--- src/rtl/alu_cmd_sequencer.sv ---
// alu_cmd_sequencer: queues ALU commands in a FIFO and issues them one at a
// time to an external combinational ALU. Each result is returned with the
// command's tag over a valid/ready response handshake.
//
// Parameters: FIFO_DEPTH (power of two, 2..16), TAG_W.
// Ports:
//   clk, rst_n                        clock, async active-low reset
//   cmd_valid/cmd_ready               command handshake
//   cmd_a, cmd_b, cmd_sel, cmd_tag    command fields
//   alu_a, alu_b, alu_sel             operands/opcode to the external ALU
//   alu_result                        combinational ALU result
//   rsp_valid/rsp_ready               response handshake
//   rsp_data, rsp_tag                 result and tag of the completed command
//   rsp_err                           divide-by-zero flag (only with ALU_DIVZERO_FLAG_EN)
//   busy                              FIFO non-empty or command in flight
// Optional feature macro: ALU_DIVZERO_FLAG_EN adds the rsp_err port.
module alu_cmd_sequencer #(
    parameter int unsigned FIFO_DEPTH = 4,
    parameter int unsigned TAG_W      = 4
) (
    input  logic             clk,
    input  logic             rst_n,
    input  logic             cmd_valid,
    output logic             cmd_ready,
    input  logic [31:0]      cmd_a,
    input  logic [31:0]      cmd_b,
    input  logic [2:0]       cmd_sel,
    input  logic [TAG_W-1:0] cmd_tag,
    output logic [31:0]      alu_a,
    output logic [31:0]      alu_b,
    output logic [2:0]       alu_sel,
    input  logic [31:0]      alu_result,
    output logic             rsp_valid,
    input  logic             rsp_ready,
    output logic [31:0]      rsp_data,
    output logic [TAG_W-1:0] rsp_tag,
`ifdef ALU_DIVZERO_FLAG_EN
    output logic             rsp_err,
`endif
    output logic             busy
);

    localparam int unsigned PTR_W = $clog2(FIFO_DEPTH);
    localparam int unsigned CNT_W = PTR_W + 1;
    localparam logic [CNT_W-1:0] FULL_CNT = CNT_W'(FIFO_DEPTH);

    typedef struct packed {
        logic [31:0]      a;
        logic [31:0]      b;
        logic [2:0]       sel;
        logic [TAG_W-1:0] tag;
    } cmd_t;

    typedef enum logic [1:0] {
        IDLE = 2'd0,
        EXEC = 2'd1,
        RESP = 2'd2
    } state_t;

    state_t           state_q, state_d;
    cmd_t             mem [FIFO_DEPTH];
    cmd_t             head;
    logic [PTR_W-1:0] wr_ptr, rd_ptr;
    logic [CNT_W-1:0] count_q, count_d;
    logic [TAG_W-1:0] op_tag;
    logic             push, pop;

    // cmd_ready is a registered !full, so a same-cycle pop never frees space early
    assign push = cmd_valid && cmd_ready;
    assign head = mem[rd_ptr];

    // State register
    always_ff @(posedge clk or negedge rst_n) begin
        if (!rst_n) begin
            state_q <= IDLE;
        end else begin
            state_q <= state_d;
        end
    end

    // Next state and pop decision; pop only looks at the registered count,
    // so an entry pushed into an empty FIFO is not visible until next cycle
    always_comb begin
        state_d = state_q;
        pop     = 1'b0;
        case (state_q)
            IDLE: begin
                if (count_q != '0) begin
                    pop     = 1'b1;
                    state_d = EXEC;
                end
            end
            EXEC: state_d = RESP;
            RESP: begin
                if (rsp_ready) begin
                    if (count_q != '0) begin
                        pop     = 1'b1;
                        state_d = EXEC;
                    end else begin
                        state_d = IDLE;
                    end
                end
            end
            default: state_d = IDLE;
        endcase
    end

    // Occupancy update; push and pop together leave it unchanged
    always_comb begin
        count_d = count_q;
        case ({push, pop})
            2'b10:   count_d = count_q + CNT_W'(1);
            2'b01:   count_d = count_q - CNT_W'(1);
            default: count_d = count_q;
        endcase
    end

    // FIFO storage (no reset needed: validity is tracked by count_q)
    always_ff @(posedge clk) begin
        if (push) begin
            mem[wr_ptr] <= '{a: cmd_a, b: cmd_b, sel: cmd_sel, tag: cmd_tag};
        end
    end

    // FIFO pointers, occupancy and registered status flags
    always_ff @(posedge clk or negedge rst_n) begin
        if (!rst_n) begin
            wr_ptr    <= '0;
            rd_ptr    <= '0;
            count_q   <= '0;
            cmd_ready <= 1'b1;
            busy      <= 1'b0;
        end else begin
            if (push) wr_ptr <= wr_ptr + PTR_W'(1);
            if (pop)  rd_ptr <= rd_ptr + PTR_W'(1);
            count_q   <= count_d;
            cmd_ready <= (count_d != FULL_CNT);
            busy      <= (count_d != '0) || (state_d != IDLE);
        end
    end

    // Operand registers double as ALU drive (hold last issued values);
    // the response is captured at the end of the single EXEC cycle
    always_ff @(posedge clk or negedge rst_n) begin
        if (!rst_n) begin
            alu_a     <= '0;
            alu_b     <= '0;
            alu_sel   <= 3'b000;
            op_tag    <= '0;
            rsp_valid <= 1'b0;
            rsp_data  <= '0;
            rsp_tag   <= '0;
        end else begin
            if (pop) begin
                alu_a   <= head.a;
                alu_b   <= head.b;
                alu_sel <= head.sel;
                op_tag  <= head.tag;
            end
            if (state_q == EXEC) begin
                rsp_valid <= 1'b1;
                rsp_data  <= alu_result;
                rsp_tag   <= op_tag;
            end else if (state_q == RESP && rsp_ready) begin
                rsp_valid <= 1'b0;
            end
        end
    end

`ifdef ALU_DIVZERO_FLAG_EN
    // Divide-by-zero flag travels with the response
    always_ff @(posedge clk or negedge rst_n) begin
        if (!rst_n) begin
            rsp_err <= 1'b0;
        end else if (state_q == EXEC) begin
            rsp_err <= (alu_sel == 3'b111) && (alu_b == 32'd0);
        end
    end
`endif

endmodule
--- config.mk ---
export PLATFORM = sky130hd
export DESIGN_NAME = alu_cmd_sequencer
export DESIGN_NICKNAME = d
export VERILOG_FILES = /design/src/rtl/alu_cmd_sequencer.sv
export SDC_FILE = /design/constraint.sdc
export NUM_CORES = 1
export LEC_CHECK = 0
export BUFFER_PORTS_ARGS = -buffer_cell sky130_fd_sc_hd__buf_2
export CAP_MARGIN = 5
export CELL_PAD_IN_SITES_DETAIL_PLACEMENT = 1
export CELL_PAD_IN_SITES_GLOBAL_PLACEMENT = 1
export CORE_UTILIZATION = 45
export DETAILED_ROUTE_END_ITERATION = 12
export PLACE_DENSITY = 0.82
export SLEW_MARGIN = 5
export SYNTH_ARGS = -nofsm -noshare
export SYNTH_HDL_FRONTEND = slang
export SYNTH_SLANG_ARGS = --single-unit
--- constraint.sdc ---
create_clock -name clk -period 3 [get_ports clk]
set_clock_uncertainty 0.05 [all_clocks]
set_input_delay 0.3 -clock clk [delete_from_list [all_inputs] [get_ports clk]]
set_output_delay 0.3 -clock clk [all_outputs]
set_load 0.01 [all_outputs]
; Word level (Yosys, flattened, before mapping)
; Memories as Yosys holds them, arrays and structs flattened. A register that Yosys moved wholly into a read port is not among the register bits.
; Index checks and enable logic that the tools add are counted.
[word_totals]
regBits = 48
mem_bits_rw = 284
output_inout_bits = 106
elab_cells = 40
mem_count = 1
[memory_table]
columns = memory, words, word_bits, rd, rd_clocked_by_memory_dff, wr, line_no
row1 = mem, 4, 71, 1, 1, 1, 61  ; cmd_t mem [FIFO_DEPTH];
[classes]
addsub = 4
eq_ne = 5
n_mux = 12
n_reduce_logical = 9
[op_table]
columns = op, n
row1 = 1-bit two-way mux, 7
row2 = 2-bit one-hot mux with 3 select lines, 1
row3 = 3-bit one-hot mux with 2 select lines, 1
row4 = 3-bit nonzero test, 2
row5 = "2-bit by 1-bit adder with 2-bit output, second input constant", 2
row6 = "2-bit by 1-bit equality test with 1-bit output, second input constant", 2
row7 = "2-bit equality test, second input constant", 2
row8 = 2-bit two-way mux, 2
row9 = 2-bit nonzero test, 2
row10 = "3-bit by 1-bit adder with 3-bit output, second input constant", 1
row11 = "3-bit inequality test, second input constant", 1
row12 = "3-bit by 1-bit subtractor with 3-bit output, second input constant", 1
row13 = 1-bit logical AND, 2
row14 = 2-bit logical NOT, 1
row15 = 1-bit one-hot mux with 2 select lines, 1
row16 = 1-bit logical NOT, 1
row17 = 1-bit logical OR, 1

; Logic depth before layout (Yosys ltp)
; Gate-level depths: netlist (run 1).
[logic_depth]
word_depth = 8
ltp_mapped = 11
mapped_depth_nobuf = 9

; Worst setup path after synthesis (run 1)
; No wires, ideal clock.
[synth_path]
kind = register to register
start = register wr_ptr[0]
end = memory mem[2][0] (netlist bit), enable pin
setup_time_ns = 0.437
arrival_time_ns = 2.324
required_ns = 2.513
path_slack_ns = 0.189
stages_incl_launch_ff = 4
n_path_buf = 0
cell_sequence = dfrtp_1 > inv_1 > ha_1 > and3_1
[synth_lines]
columns = item, line_no
row1 = from (decl), 63  ; logic [PTR_W-1:0] wr_ptr, rd_ptr;
row2 = from (signal assigned), 134  ; if (push) wr_ptr <= wr_ptr + PTR_W'(1);
row3 = to (decl), 61
; No word-level cell before the write port.

; Worst setup path after layout (run 1)
[layout_path]
start = register state_q[1]
end = register alu_b[15] (read register of mem)
[layout_via]
elab_chain_len = 2
elab_cells_between_ends = 3
[layout_lines]
columns = item, line_no
row1 = from (decl), 60  ; state_t state_q, state_d;
row2 = from (signal assigned), 77  ; state_q <= state_d;
row3 = 2-bit equality test or 2-bit logical NOT (tied branches), 86  ; case (state_q)
row4 = 1-bit one-hot mux with 2 select lines *, 86
row5 = to (decl), 30  ; output logic [31:0] alu_b,
; Every way passes the cells marked *; elsewhere a longest branch is shown, timed or not.
; A chain may end at the register's enable or synchronous reset.

==> results of run 1 <==
-- per-stage QoR --
| step | setup slack [ns] | cell area, um2 |
|---|---|---|
| 4_1_cts | 0.482 | 19000 |
| 2_1_floorplan | 0.189 | 14800 |
| 5_1_grt | 0.345 | 19000 |
| 3_3_place_gp | 0.540 | 16500 |
| 6_report | 0.490 | 19000 |
| 3_5_place_dp | 0.502 | 16500 |
-- cells in the final DEF, fill, tap and decap left out, types with 8 or more instances in the layout --
| cell type | n |
|---|---|
| sky130_fd_sc_hd__buf_12 | 8 |
| sky130_fd_sc_hd__buf_2 | 211 |
| sky130_fd_sc_hd__mux4_2 | 71 |
| sky130_fd_sc_hd__mux2_2 | 108 |
| sky130_fd_sc_hd__dlygate4sd3_1 | 104 |
| sky130_fd_sc_hd__clkbuf_16 | 46 |
| sky130_fd_sc_hd__clkinv_2 | 9 |
| sky130_fd_sc_hd__dfrtp_1 | 116 |
| sky130_fd_sc_hd__clkbuf_8 | 10 |
| sky130_fd_sc_hd__edfxtp_1 | 284 |
-- synthesized netlist by cell type, types with 2 or more instances --
| library cell | number | area (um2) |
|---|---|---|
| sky130_fd_sc_hd__edfxtp_1 | 284 | 8530 |
| sky130_fd_sc_hd__dfrtp_1 | 118 | 2950 |
| sky130_fd_sc_hd__mux2_2 | 108 | 1220 |
| sky130_fd_sc_hd__mux4_2 | 71 | 1600 |
| sky130_fd_sc_hd__buf_2 | 12 | 60.1 |
| sky130_fd_sc_hd__inv_1 | 7 | 26.3 |
| sky130_fd_sc_hd__clkbuf_1 | 6 | 22.5 |
| sky130_fd_sc_hd__nand2_1 | 6 | 22.5 |
| sky130_fd_sc_hd__buf_6 | 5 | 56.3 |
| sky130_fd_sc_hd__ha_1 | 5 | 62.6 |
| sky130_fd_sc_hd__and3_1 | 4 | 25.0 |
| sky130_fd_sc_hd__buf_4 | 4 | 30.0 |
| sky130_fd_sc_hd__a21oi_1 | 3 | 15.0 |
| sky130_fd_sc_hd__xnor2_1 | 3 | 26.3 |
| sky130_fd_sc_hd__xor2_1 | 3 | 26.3 |
| sky130_fd_sc_hd__o311a_1 | 2 | 20.0 |
-- timing repair --
action                    in CTS  in global routing
resized for setup              0                  0
hold buffers                 104                  0
hold endpoints to repair     355                  0
buffers inserted               0                  0
-- how the worst max path moves through the flow --
stage	to	slack (ns)	start	cells after the start
3_5_place_dp	busy$_DFF_PN0_	0.50	rsp_ready	10
6_report	alu_b[15]$_DFFE_PN0P_	0.49	state_q[1]$_DFF_PN0_	5
4_1_cts	alu_b[22]$_DFFE_PN0P_	0.48	state_q[1]$_DFF_PN0_	5
5_1_grt	alu_b[9]$_DFFE_PN0P_	0.34	state_q[1]$_DFF_PN0_	5
2_1_floorplan	mem[2][0]$_DFFE_PP_	0.19	wr_ptr[0]$_DFFE_PN0P_	3
3_3_place_gp	alu_b[15]$_DFFE_PN0P_	0.54	rsp_ready	6
-- cells by family after synthesis --
| kind of cell | synth area share (%) |
|---|---|
| xor gates and xnor gates | 0.356 |
| and+or+nand+nor | 0.542 |
| muxes | 19.0 |
| AOI/OAI and AO/OA | 0.322 |
| adders and majority gates | 0.559 |
| DFF | 77.9 |
| buffers and inverters | 1.32 |
-- flip-flops by register name (all words and copies together), names as in the netlist --
name       count
rsp_tag        4
count_q        3
alu_a         32
wr_ptr         2
state_q        2
op_tag         4
cmd_ready      1
alu_sel        3
busy           1
rsp_data      32
mem          284
rsp_valid      1
rd_ptr         2
alu_b         32
-- worst register-to-register path, cell delays in order (launching register included) --
cell and delay [ns]:
sky130_fd_sc_hd__dfrtp_1 0.41, sky130_fd_sc_hd__nand2b_1 0.15, sky130_fd_sc_hd__o311a_4 0.22, sky130_fd_sc_hd__buf_4 0.44
sky130_fd_sc_hd__buf_4 0.64, sky130_fd_sc_hd__mux2_2 0.48
-- layer usage --
metal	vias to the layer above	routed length (um)
met2	268	18000
li1	3316	-
met5	-	0
met3	57	2100
met1	3951	13300
met4	0	703
-- final cells by class --
| type | instances | area (um2) | share of cell area, % |
|---|---|---|---|
| well taps | 435 | 544 | 2.87 |
| flip-flops and latches | 403 | 11500 | 60.7 |
| diodes | 1 | 2.50 | 0.0132 |
| repair buffers | 329 | 2310 | 12.2 |
| clock inverters | 17 | 158 | 0.831 |
| multi-input cells | 213 | 3110 | 16.4 |
| clock buffers | 62 | 1310 | 6.91 |
| inverters | 7 | 26.3 | 0.138 |
-- power by group --
group | switching, mW | leakage [nW] | total, mW | internal (mW)
combinational | 2.91 | 2.39 | 5.97 | 3.05
sequential | 0.844 | 3.98 | 8.51 | 7.67
clock | 2.08 | 0.730 | 5.37 | 3.29
==> flow_summary.toml, run 1 <==
[worst_hold_path]
worst_hold_startpoint = "cmd_valid"
hold_end = "wr_ptr[0]$_DFFE_PN0P_"
whs_path_depth = 3
hold_path_class = "in2reg"

[worst_setup_path]
cp_startpoint_kind = "flip-flop"
critPathRequiredTime_ns = 3.35
criticalPathCategory = "reg2reg"
crit_path_max_fanout = 42
rr_worst_depth = 5
crit_path_end_kind = "flip-flop"
rr_startpoint = "state_q[1]$_DFF_PN0_"
max_stage_delay_ns = 0.63
cpMostUsedCell = "sky130_fd_sc_hd__buf_4"
critical_path.cell_chain = "nand2b_1 > o311a_4 > buf_4 > buf_4 > mux2_2"
buffers_and_inverters_on_the_worst_path = 2
timing.rr.end = "alu_b[15]$_DFFE_PN0P_"
arrival_ns = 2.86
timing.critical_path.slowest_stage_cell = "sky130_fd_sc_hd__buf_4"
worst_path_dominant_cell_family = "buffers and inverters"
regToRegSetupSlack_ns = 0.49

[synthesis]
seq_area_frac_synth_pct = 77.9
synthesis.area_per_instance_um2 = 22.7
post_syn_instances = 650
synthArstFlopShare_pct = 29.5
ys_dominant_reg_cell = "sky130_fd_sc_hd__edfxtp_1"
ys_ff_latch = 403
synth.distinct_cells = 25
count_of_flip_flops_with_a_built_in_enable_after_synthesis = 284
synth_warnings = 0
area_of_the_mapped_netlist_um2 = 14800
synth_nets = 763

[sta]
timing.final.crit_period_ns = 2.51
finalCritPeriodShare_pct = 83.7
setup-tns-final_ns = 0
slew_viol_final = 0
fmax_ghz = 0.398
timing.final.hold_violations = 0
max_slew.worst_pin.slew_ns = 0.663
setup_viol = 0
worst_hold_margin_ns = 0.100
slew_headroom_pct = 55.8
grt_setup_unrepaired = "false"

[layout]
finish.net_count = 1110
filler_cell_count = 2770
fin_cells = 1467
syn2layout_area_growth_pct = 28.4
drive_gt1_share_pct = 46.8
final_core_util_pct = 59.4

[grt]
met2_usage_pct = 37.7
grt_start_max_net_pins = 55
grt_pass1_vias = 8873
initial_antenna_violation_count = 1
gr_util_all_layers_pct = 20.9
gr-max-usage-layer = "met2"
grt_first_pass_wirelength_um = 52100
met1_grt_util_pct = 25.0
grt.overflow.total = 0
gr-usage-met3_pct = 4.96

[route]
detail_route.vias_per_cell = 5.18
ant_nets = 0
count_of_vias_placed_by_the_detailed_router = 7592
drt-total-wl_um = 34100
detail_route.iter0.violations = 371
wl_per_cell_um = 23.2
dr.pass1.iters = 4
drc = 0

[clock_tree]
path_clk_slew_ns = 0.06
clock_sinks = 403
clock-root-buffer = "sky130_fd_sc_hd__clkbuf_16"
source_to_sink_clock_delay_at_the_later_pin_of_the_worst_skew_pair_ns = 0.52
cts.path.max_buffers = 3
tritoncts_clock_tree = "built"
cts_buffers = 43
htree_num_levels = 2

[floorplanning]
floorplan.die.height_um = 183
core_region_area_um2 = 32000
floorplan.initialDensity_pct = 46.2
dieArea_um2 = 33600
row_count = 65
number_of_placed_i_o_pins = 213
die_w_um = 183

[power]
ir_drop_mv = 0.876
power.density_nw_per_um2 = 1050
total_power_mw = 19.8
power.leakage_nw = 7.10

[placed_design]
placedCellCount = 1283
place.port_buffers = 212
gp_congestion = 0.684
detailed_place_hpwl_um = 18400

[flow_run]
drv_cap = 0

[outcome]
outcome = "completed"
Power figures use the tool's default switching activity.
==> run 2: changes to the inputs <==
--- a/config.mk
+++ b/config.mk
@@ -5,11 +5,12 @@
 export SDC_FILE = /design/constraint.sdc
 export NUM_CORES = 1
 export LEC_CHECK = 0
+export ABC_AREA = 1
 export BUFFER_PORTS_ARGS = -buffer_cell sky130_fd_sc_hd__buf_2
 export CAP_MARGIN = 5
 export CELL_PAD_IN_SITES_DETAIL_PLACEMENT = 1
 export CELL_PAD_IN_SITES_GLOBAL_PLACEMENT = 1
-export CORE_UTILIZATION = 45
+export CORE_UTILIZATION = 41
 export DETAILED_ROUTE_END_ITERATION = 12
 export PLACE_DENSITY = 0.82
 export SLEW_MARGIN = 5
==> constraint.sdc (replaced) <==
create_clock -name clk -period 2.13 [get_ports clk]
set_clock_uncertainty 0.05 [all_clocks]
set_input_delay 0.213 -clock clk [delete_from_list [all_inputs] [get_ports clk]]
set_output_delay 0.213 -clock clk [all_outputs]
set_load 0.01 [all_outputs]
==> run 2 against run 1 <==
  * Worst setup slack lost 0.38 ns
  * Maximum frequency grew 24%
  * Clock power grew 36%
  * Design area grew 6.4%
==> flow_summary.toml, run 2 <==
[grt]
gr_util_all_layers_pct = 22.2
initial_antenna_violation_count = 4
grt_pass1_vias = 12700
grt_start_max_net_pins = 118
grt_first_pass_wirelength_um = 67500
grt.overflow.total = 0

[clock_tree]
tritoncts_clock_tree = "built"
path_clk_slew_ns = 0.06
post-cts-setup-buffer-count = 0
clock_sinks = 403
htree_num_levels = 2
cts.path.max_buffers = 3
source_to_sink_clock_delay_at_the_later_pin_of_the_worst_skew_pair_ns = 0.56
clock-root-buffer = "sky130_fd_sc_hd__clkbuf_16"
cts_buffers = 43

[synthesis]
netlist_top_cells_count = "547 x sky130_fd_sc_hd__nand2_1, 284 x sky130_fd_sc_hd__edfxtp_1, 278 x sky130_fd_sc_hd__nor2_1"
synthesis.area_per_instance_um2 = 10.6
area_of_the_mapped_netlist_um2 = 16100
post_syn_instances = 1509
count_of_flip_flops_with_a_built_in_enable_after_synthesis = 284
ys_dominant_reg_cell = "sky130_fd_sc_hd__edfxtp_1"
synth_warnings = 0
yosysTopAreaCell = "sky130_fd_sc_hd__edfxtp_1"
ys_ff_latch = 403
synth.top_cell.area_share_pct = 53.1
synth.top_cells.by_area = "sky130_fd_sc_hd__edfxtp_1 53%, sky130_fd_sc_hd__dfrtp_1 18%, sky130_fd_sc_hd__nand2_1 13%"
synthArstFlopShare_pct = 29.5
synth_nets = 1622
seq_area_frac_synth_pct = 71.7
synth.distinct_cells = 23
yosysMostFrequentCell = "sky130_fd_sc_hd__nand2_1"

[route]
count_of_vias_placed_by_the_detailed_router = 11600
dr.pass1.iters = 7
drc = 0
detail_route.iter0.violations = 580
drt-total-wl_um = 44200
detail_route.vias_per_cell = 4.86
wl_per_cell_um = 18.6
ant_nets = 0

[floorplanning]
floorplan.die.height_um = 200
dieArea_um2 = 39900
number_of_placed_i_o_pins = 213
floorplan.initialDensity_pct = 41.5
die_w_um = 200
core_region_area_um2 = 38600
row_count = 72

[worst_setup_path]
cp_startpoint_kind = "flip-flop"
critPathRequiredTime_ns = 2.52
crit_path_end_kind = "flip-flop"
criticalPathCategory = "reg2reg"
crit_path_max_fanout = 3
arrival_ns = 2.41

[layout]
commonest_non_fill_non_tap_cell_in_the_layout = "sky130_fd_sc_hd__nand2_1"
largest_register_ffs = 284
syn2layout_area_growth_pct = 25.8
finish.net_count = 1939
layout_common_cells = "544 x sky130_fd_sc_hd__nand2_1, 284 x sky130_fd_sc_hd__edfxtp_1, 274 x sky130_fd_sc_hd__nor2_1"
largest-register = "mem"
final_cell_area_um2 = 20200
drive_gt1_share_pct = 16.9

[sta]
setup_viol = 0
worst_hold_margin_ns = 0.0358
slew_headroom_pct = 31.6
timing.final.hold_violations = 0
fmax_ghz = 0.496
max_slew.worst_pin.slew_ns = 1.03
slew_viol_final = 0
finalCritPeriodShare_pct = 94.7
timing.final.crit_period_ns = 2.02

[flow_run]
drv_cap = 0

[placed_design]
gp_congestion = 0.716
dpl-instance-area_um2 = 17700
place.port_buffers = 212
detailed_place_hpwl_um = 24000

[worst_hold_path]
hold_path_class = "in2reg"

[power]
power.leakage_nw = 9.01
ir_drop_mv = 0.838
power.density_nw_per_um2 = 1480

[outcome]
outcome = "completed"
[run 2: cell count changes after synthesis, sizes merged, moves of 3 or more]
| cell | before | now |
|---|---|---|
| mux2 | 108 | 0 |
| mux4 | 71 | 0 |
| nand3 | 0 | 13 |
| clkbuf | 6 | 10 |
| and3 | 4 | 0 |
| o21ai | 1 | 77 |
| buf | 21 | 59 |
| nand2 | 6 | 547 |
| xnor2 | 3 | 0 |
| nor2 | 2 | 279 |
| inv | 7 | 110 |
[run 2: path summary, 6_finish.rpt]
check                      slack (ns)  cells after the start                       end                  from
max                              0.11                     11            busy$_DFF_PN0_  state_q[0]$_DFF_PN0_
min                              0.04                      3     wr_ptr[0]$_DFFE_PN0P_             cmd_valid
max reg2reg                      0.11                     11            busy$_DFF_PN0_  state_q[0]$_DFF_PN0_
min reg2reg                      0.42                      2      alu_a[4]$_DFFE_PN0P_  alu_a[4]$_DFFE_PN0P_
max in group asynchronous        1.32                      3   rsp_data[8]$_DFFE_PN0P_                 rst_n
min in group asynchronous        0.10                      2  rsp_data[18]$_DFFE_PN0P_                 rst_n
[run 2: layout make-up]
type | instances | area (um2)
Tap cell | 518 | 648
Multi-Input combinational cell | 927 | 3730
Fill cell | 4173 | 18500
Sequential cell | 403 | 11500
Inverter | 110 | 413
Clock inverter | 21 | 194
Timing Repair Buffer | 341 | 2500
Antenna cell | 4 | 10.0
Clock buffer | 59 | 1180
[run 2: power by group]
part           switching [mW]  internal [mW]
clock                    3.06           4.25
combinational            7.44           3.45
sequential              0.877           10.7
total                    11.4           18.4
[run 2: repair_timing]
item | CTS | global route
gates resized for setup | 0 | 5
hold buffers | 105 | 0
endpoints found under the setup margin | 0 | 2
endpoints found under the hold margin | 437 | 0
[run 2: cell families after synthesis]
kind of cell / count (synthesis) / share of synthesized area (%)
DFF: 403 / 71.7
adders and majority gates: 6 / 0.515
buffers and inverters: 179 / 5.40
xor gates and xnor gates: 1 / 0.0546
AOI/OAI and AO/OA: 79 / 2.46
and+or+nand+nor: 841 / 19.9
[run 2: routing by layer]
layer / vias up / GRT usage [%] / share of wire [%]
li1: 5436 / - / -
met1: 5773 / 25.4 / 40
met2: 293 / 41.2 / 53
met3: 87 / 3.66 / 4.4
met4: 0 / 8.96 / 3.1
met5: - / 0 / 0
[run 2: metrics by stage]
step	std cells	util (%)	setup TNS, ns	worst slack (ns)	power (mW)
floorplan	1509	-	-23.84	-0.100	18.5
global placement	2194	45.9	0	0.154	21.6
detailed placement	2194	45.9	0	0.0525	22.3
CTS	2379	52.2	0	0.0444	29.9
global route	2383	52.2	-0.0228	-0.0228	31.8
finish	2383	52.2	0	0.113	29.8
[run 2: worst max-delay path, stage by stage (launching register included)]
cell	delay [ns]
sky130_fd_sc_hd__dfrtp_1	0.39
sky130_fd_sc_hd__inv_2	0.08
sky130_fd_sc_hd__nand2_2	0.07
sky130_fd_sc_hd__nor2_4	0.11
sky130_fd_sc_hd__ha_1	0.16
sky130_fd_sc_hd__inv_1	0.07
sky130_fd_sc_hd__fa_2	0.53
sky130_fd_sc_hd__nand2_1	0.07
sky130_fd_sc_hd__o21ai_2	0.08
sky130_fd_sc_hd__nand3_2	0.10
sky130_fd_sc_hd__nor2_1	0.11
sky130_fd_sc_hd__nand2_1	0.05
